$ cat config.mk
export PLATFORM = sky130hd
export DESIGN_NAME = register_to_uart
export DESIGN_NICKNAME = d
export VERILOG_FILES = /design/src/rtl/register_to_uart_pkg.sv /design/src/rtl/register_to_uart_hex_nibble_to_ascii.sv /design/src/rtl/register_to_uart.sv
export SDC_FILE = /design/constraint.sdc
export NUM_CORES = 1
export LEC_CHECK = 0
export CAP_MARGIN = 40
export CORE_ASPECT_RATIO = 0.8
export CORE_MARGIN = 8
export CORE_UTILIZATION = 40
export CTS_CLUSTER_DIAMETER = 30
export CTS_CLUSTER_SIZE = 12
export DETAILED_ROUTE_END_ITERATION = 10
export HOLD_SLACK_MARGIN = 0.12
export PLACE_DENSITY = 0.69
export SLEW_MARGIN = 20
export SYNTH_ARGS = -nofsm -noshare
export SYNTH_HDL_FRONTEND = slang
export SYNTH_SLANG_ARGS = --single-unit
$ cat constraint.sdc
create_clock -name clk -period 5.8 [get_ports clk]
set_input_delay 1.45 -clock clk [delete_from_list [all_inputs] [get_ports clk]]
set_output_delay 1.45 -clock clk [all_outputs]
set_load 0.005 [all_outputs]
$ cat src/rtl/register_to_uart_pkg.sv
// Shared ASCII constants and nibble-to-hex-character conversion for the
// register_to_uart debug dump.
package register_to_uart_pkg;

   typedef logic [7:0] ascii_t;

   localparam ascii_t ASC_0     = 8'h30;
   localparam ascii_t ASC_A_M10 = 8'h37;
   localparam ascii_t ASC_CR    = 8'h0D;
   localparam ascii_t ASC_LF    = 8'h0A;

   // 'A' minus ten, so that adding the raw nibble value lands on 'A'..'F'
   function automatic ascii_t hex2ascii(input logic [3:0] nibble);
      if (nibble < 4'd10)
         return ASC_0 + {4'b0000, nibble};
      else
         return ASC_A_M10 + {4'b0000, nibble};
   endfunction

endpackage

$ cat src/rtl/register_to_uart_hex_nibble_to_ascii.sv
// Combinational conversion of one 4-bit nibble into its uppercase ASCII hex
// character.
module hex_nibble_to_ascii
   import register_to_uart_pkg::*;
(
   input  logic [3:0] i_nibble,
   output logic [7:0] o_ascii
);

   assign o_ascii = hex2ascii(i_nibble);

endmodule

$ cat src/rtl/register_to_uart.sv
// Serialises a wide register as ASCII hex (MSB nibble first, optional CR LF),
// one character per rising edge of uart_ready, repeating frames forever.
module register_to_uart
   import register_to_uart_pkg::*;
#(
   parameter int WIDTH    = 96,
   parameter int ADD_CRLF = 1
)(
   input  logic             clk,
   input  logic             rst_n,
   input  logic [WIDTH-1:0] data,
   input  logic             uart_ready,
   output logic [7:0]       tx_data
);

   localparam int NDIG = WIDTH / 4;
   localparam int FLEN = NDIG + 2 * ADD_CRLF;
   // One extra count of headroom so NDIG itself is always representable
   localparam int IW   = $clog2(FLEN + 1);

   localparam logic [IW-1:0] LAST_IDX = IW'(FLEN - 1);
   localparam logic [IW-1:0] NDIG_IDX = IW'(NDIG);

   logic [IW-1:0]    r_idx;
   logic [WIDTH-1:0] r_snap;
   logic             r_rdyQ;
   logic             w_advance;
   logic [3:0]       w_nibble;
   logic [7:0]       w_ascii;

   assign w_advance = uart_ready & ~r_rdyQ;

   always_ff @(posedge clk or negedge rst_n) begin
      if (!rst_n) begin
         r_rdyQ <= 1'b0;
      end else begin
         r_rdyQ <= uart_ready;
      end
   end

   // Snapshot follows live data only while parked on the first character, so
   // each frame prints a single coherent sample
   always_ff @(posedge clk or negedge rst_n) begin
      if (!rst_n) begin
         r_snap <= '0;
      end else if ((r_idx == '0) && !w_advance) begin
         r_snap <= data;
      end
   end

   always_ff @(posedge clk or negedge rst_n) begin
      if (!rst_n) begin
         r_idx <= '0;
      end else if (w_advance) begin
         r_idx <= (r_idx == LAST_IDX) ? '0 : r_idx + 1'b1;
      end
   end

   always_comb begin
      w_nibble = '0;
      for (int k = 0; k < NDIG; k++) begin
         if (r_idx == IW'(k)) begin
            w_nibble = r_snap[WIDTH-1-4*k -: 4];
         end
      end
   end

   hex_nibble_to_ascii u_hexNibble (
      .i_nibble (w_nibble),
      .o_ascii  (w_ascii)
   );

   // Output depends only on registered state, never on data or uart_ready
   always_comb begin
      tx_data = ASC_LF;
      if (r_idx < NDIG_IDX) begin
         tx_data = w_ascii;
      end else if (r_idx == NDIG_IDX) begin
         tx_data = ASC_CR;
      end
   end

endmodule

After elaboration in Yosys (flattened, before gate mapping)
Index checks and enable logic that the tools add are counted.

storage, ports and cells
  register bits = 102
  output and inout port bits = 8
  logic and storage cells = 66

cells by class
  add/sub/neg operators = 3
  order comparisons = 2
  equal/unequal tests = 25
  multiplexer cells = 28
  bitwise gates (word level) = 2
  reduce and logical (&&, ||, !) cells = 3

operators with widths
  cell                                                 count
  2-to-1 mux 4 bit                                     24
  equality test 5 bit, second input constant           10
  equality test 5 x 4 -> 1 bit, second input constant  8
  equality test 5 x 3 -> 1 bit, second input constant  4
  2-to-1 mux 8 bit                                     2
  adder 6 x 4 -> 7 bit, first input constant           2
  equality test 5 x 2 -> 1 bit, second input constant  2
  adder 5 x 1 -> 5 bit, second input constant          1
  equality test 5 x 1 -> 1 bit, second input constant  1
  zero test 5 bit                                      1
  less-than comparator 5 bit, second input constant    1
  2-to-1 mux 5 bit                                     1
  less-than comparator 4 bit, second input constant    1
  2-to-1 mux 3 bit                                     1
  AND 1 bit                                            1
  logical AND 1 bit                                    1
  zero test 1 bit                                      1
  inverter 1 bit                                       1

Depth between registers and ports, before layout
  word-level depth = 28
  depth in mapped cells = 18

Cells and area by module
From an unflattened synthesis, not the netlist that was laid out.

second synthesis, totals
  cell total of the unflattened synthesis = 532
  area, all modules = 5775.5 µm²

by module, submodules not included
  module               instances  cells an instance  area an instance (µm²)  seq. area each (µm²)
  register_to_uart     1          516                5670.4                  2552.4
  hex_nibble_to_ascii  1          16                 105.1                   0.0

Worst setup path after synthesis
No wires, ideal clock.

  kind = register to output
  from = register r_idx[0]
  to = output port tx_data[4]
  arrival time = 3.319 ns
  data required time = 4.350 ns
  setup slack = 1.031 ns
  stages on the path, launching flop included = 19
  cells stage by stage = dfrtp_1 -> ha_1 -> buf_2 -> buf_2 -> buf_1 -> clkbuf_1 -> and3_1 -> ha_1 -> buf_1 -> and3_1 -> a21oi_1 -> o2111ai_1 -> o21ai_0 -> o21bai_1 -> inv_1 -> ha_1 -> nor3_1 -> o21ai_1 -> and2_1

on the way
  word-level cells in the longest chain between the ends = 28
  elaborated cells between the ends (all ways) = 54
  classes of those cells = 2 x add/sub; 2 x order compare; 23 x eq/ne; 26 x mux; 1 x reduce/logical

RTL lines
  what                                                RTL line                    source
  start, declared                                     register_to_uart.sv:24      logic [IW-1:0] r_idx;
  start signal, assigned                              register_to_uart.sv:55      r_idx <= (r_idx == LAST_IDX) ? '0 : r_idx + 1'b1;
  zero test 5 bit                                     register_to_uart.sv:62      if (r_idx == IW'(k)) begin
  2-to-1 mux 4 bit (24 in a row)                      register_to_uart.sv:62
  adder 6 x 4 -> 7 bit, or another cell as far along  register_to_uart_pkg.sv:17  return ASC_A_M10 + {4'b0000, nibble};
  2-to-1 mux 8 bit                                    register_to_uart_pkg.sv:14  if (nibble < 4'd10)
  2-to-1 mux 8 bit (*)                                register_to_uart.sv:76      if (r_idx < NDIG_IDX) begin
  end, declared                                       register_to_uart.sv:13      output logic [7:0] tx_data

Mark *: on every way between the ends. The rest lies on a longest branch, timed or not.

Worst setup path after layout
  from = register r_idx[0]
  to = output port tx_data[1]

The elaborated chain is that of the path after synthesis.

==> run_results.csv <==
group,metric,value,unit
status,status,"finished clean",
logic_synthesis,syn_area,5620,um2
worst_setup_path,worst-setup-path-type,"flop to primary output",
final_layout,drive_gt1_share,22.2,%
worst_setup_path,path_cells,"inv_1, ha_1, or4b_4, o21ai_1, a2111oi_2, o31ai_1, a31oi_1, o41ai_4, a211o_1, and3_1, clkdlybuf4s50_1",
placement,dp_cells,786,
route,drtIter0Drc,347,
flow_run,maxCapViolations,0,
worst_hold_path,min-delay-start,"r_snap[54]$_DFFE_PN0P_",
worst_setup_path,r2r_end,"r_snap[68]$_DFFE_PN0P_",
worst_setup_path,crit_slowest_cell,"or4b_4",
timing,hold_viol,0,
logic_synthesis,yosysSeqAreaShare,45.4,%
logic_synthesis,synth_edf_count,0,
floorplanning,fp.dieW,149,um
logic_synthesis,synth_area_leaders,"dfrtp_1 45%, mux2_2 19%, a21oi_1 2.4%",
power,power.density,515,nW/um2
worst_setup_path,cp.required,4350,ps
route,routed_via_density,5.48,
route,ant_nets,0,
clock_network,clkLatencyLatePin,360,ps
logic_synthesis,synth_compound_area_share,14.5,%
logic_synthesis,synth_xor_area_share,0,%
clock_network,htree_levels,3,
logic_synthesis,yosysMostFrequentCell,"dfrtp_1",
floorplanning,io_pins,107,
timing,setup_violations,0,
logic_synthesis,synth_commonest_cells,"102 x dfrtp_1, 96 x mux2_2, 36 x nand2_1",
placement,port_buffers,105,
final_layout,insertedDiodeCount,0,
logic_synthesis,async_flop_share,100,%
timing,post-route-min-period,5560,ps
timing,fin_skew,10.0,ps
clock_network,numCtsBuffers,9,
worst_hold_path,hp-class,"flop to flop",
timing,max_freq,180,MHz
route,drc,0,
clock_network,clock_sinks,102,
logic_synthesis,synth_flop_cell,"dfrtp_1",
global_routing,gr-usage-all-layers,17.5,%
placement,gp_congestion,0.897,
logic_synthesis,synth-adder-area-share,1.34,%
final_layout,multi_input_area,2840,um2
timing,rsz0062_at_grt,"true",
logic_synthesis,synthCells,526,
logic_synthesis,synth_top_area_share,45.4,%
floorplanning,coreArea,13600,um2
global_routing,first_global_vias,4567,
logic_synthesis,ys_warn_count,0,
route,vias,4397,
worst_hold_path,whs_endpoint,"r_snap[54]$_DFFE_PN0P_",
global_routing,grt_max_degree,55,
logic_synthesis,synth.area.mux_share,19.2,%
clock_network,cts_tree,"yes",
global_routing,grt_pass1_wl,24900,um
logic_synthesis,synth_top_family_by_area,"multiplexers",
placement,hpwl,11800,um
worst_setup_path,end_kind,"primary output",
logic_synthesis,synth_area_leader_cell,"dfrtp_1",
clock_network,cts_max_path_buffers,2,
route,wire_per_inst,19.2,um
worst_setup_path,cp_max_fo,8,
floorplanning,initial_core_util,41.2,%
clock_network,cts-root-buf,"clkbuf_16",
floorplanning,die-area,18100,um2
final_layout,finalNetCount,722,
power,peakVddDrop,343,uV
floorplanning,rows,38,
final_layout,syn_to_final_growth,27.2,%
floorplanning,die_y,122,um
worst_setup_path,reg2reg_depth,6,
logic_synthesis,ys_types,62,
worst_setup_path,max_stage_delay,540,ps
global_routing,overflow,0,
route,dr.pass1.iters,5,
logic_synthesis,ys_ff_latch,102,
timing,hold_ws,498,ps
timing,relSlewSlack,43.9,%
final_layout,post_layout_nonfiller_instances,802,
logic_synthesis,synth_simple_gate_area_share,15.2,%
power,power.leakage,2.94,nW
worst_setup_path,cp-start-kind,"flop",
final_layout,num-fill-cells,1206,
worst_setup_path,reg2reg_slack,3340,ps
logic_synthesis,syn_avg_cell_area,10.7,um2
clock_network,clk_pin_slew,70,ps
global_routing,antenna_found_initial,0,
worst_hold_path,whs_path_depth,1,
worst_setup_path,rr_startpoint,"r_idx[0]$_DFFE_PN0P_",
route,wl,15400,um
timing,drv_slew,0,
timing,worst_slew_pin_slew,831,ps
worst_setup_path,worstPathArrival,4110,ps
final_layout,seq_area,2550,um2
logic_synthesis,synth_fp_nets,631,
timing,period_share,95.9,%
## stage by stage
step | power (mW) | TNS [ps] | setup WS (ps) | cell area (um2) | util (%)
floorplan | 2.41 | 0 | 1030 | 5620 | -
global placement | 3.02 | 0 | 669 | 6810 | 49.9
detailed placement | 3.06 | 0 | 594 | 6840 | 50.1
CTS | 3.70 | 0 | 192 | 7150 | 52.4
global route | 3.94 | -83.1 | -39.4 | 7150 | 52.4
finish | 3.68 | 0 | 240 | 7150 | 52.4
## logic make-up after synthesis
logic type	after synthesis
DFF	102
other	1
muxes	96
AOI/OAI and AO/OA	120
and+or+nand+nor	148
buffers and inverters	53
adders and majority gates	6
## timing repair
action	in CTS	in global routing
setup buffers	0	0
resized for setup	0	1
hold buffers	0	0
setup endpoints to repair	0	4
## layout by cell type (no fill, tap or decap), types with 6 or more instances in the layout
cell type	Yosys	final
buf_4	4	13
mux2_2	96	96
nand2b_1	8	7
dfrtp_1	102	102
nor3b_1	8	8
nor3_1	8	8
inv_1	15	15
a211oi_1	8	8
nor2_1	21	21
a21oi_1	27	27
nor2b_1	13	13
clkdlybuf4s50_1	0	104
ha_1	6	6
o21ai_0	25	25
nand2_1	36	36
nand3_1	14	14
clkbuf_16	0	9
## sequential cells by signal, indices dropped and copies added, names as in the netlist
| name | flops |
|---|---|
| r_rdyQ | 1 |
| r_snap | 96 |
| r_idx | 5 |
## worst max path at each step
stage                         startpoint         end  cells past startpoint
floorplan           r_idx[0]$_DFFE_PN0P_  tx_data[4]                     18
global placement    r_idx[0]$_DFFE_PN0P_  tx_data[1]                     11
detailed placement  r_idx[0]$_DFFE_PN0P_  tx_data[6]                     14
CTS                 r_idx[0]$_DFFE_PN0P_  tx_data[6]                     14
global route        r_idx[0]$_DFFE_PN0P_  tx_data[6]                     14
finish              r_idx[0]$_DFFE_PN0P_  tx_data[1]                     11
## layer usage
metal  routed length, um  part of all wire, %  GRT usage, %
met1                7690                   50          24.8
met5                   0                    0             0
met2                6610                   43          25.3
met3                 936                  6.1          5.00
met4                 159                  1.0          4.90
## worst max-delay path, delay by kind of cell, from the launching register on
family,cells,cell delay (ps)
adders and majority gates,1,290
AOI/OAI and AO/OA,6,1670
and+or+nand+nor,2,710
buffers and inverters,2,670
DFF,1,420
## cell type report
type                    instances  share of cell area, %
repair buffers                118                   16.3
multi-input cells             371                   39.8
clock inverters                 6                  0.962
well taps                     180                   3.15
flip-flops and latches        102                   35.7
inverters                      15                  0.787
clock buffers                  10                   3.34
## power by group
group	total, mW	switching [mW]	internal (mW)
Combinational	1.70	0.791	0.907
Clock	0.623	0.274	0.349
Sequential	1.36	0.294	1.07
Total	3.68	1.36	2.32
No activity file was read; power rests on OpenSTA's default activity.
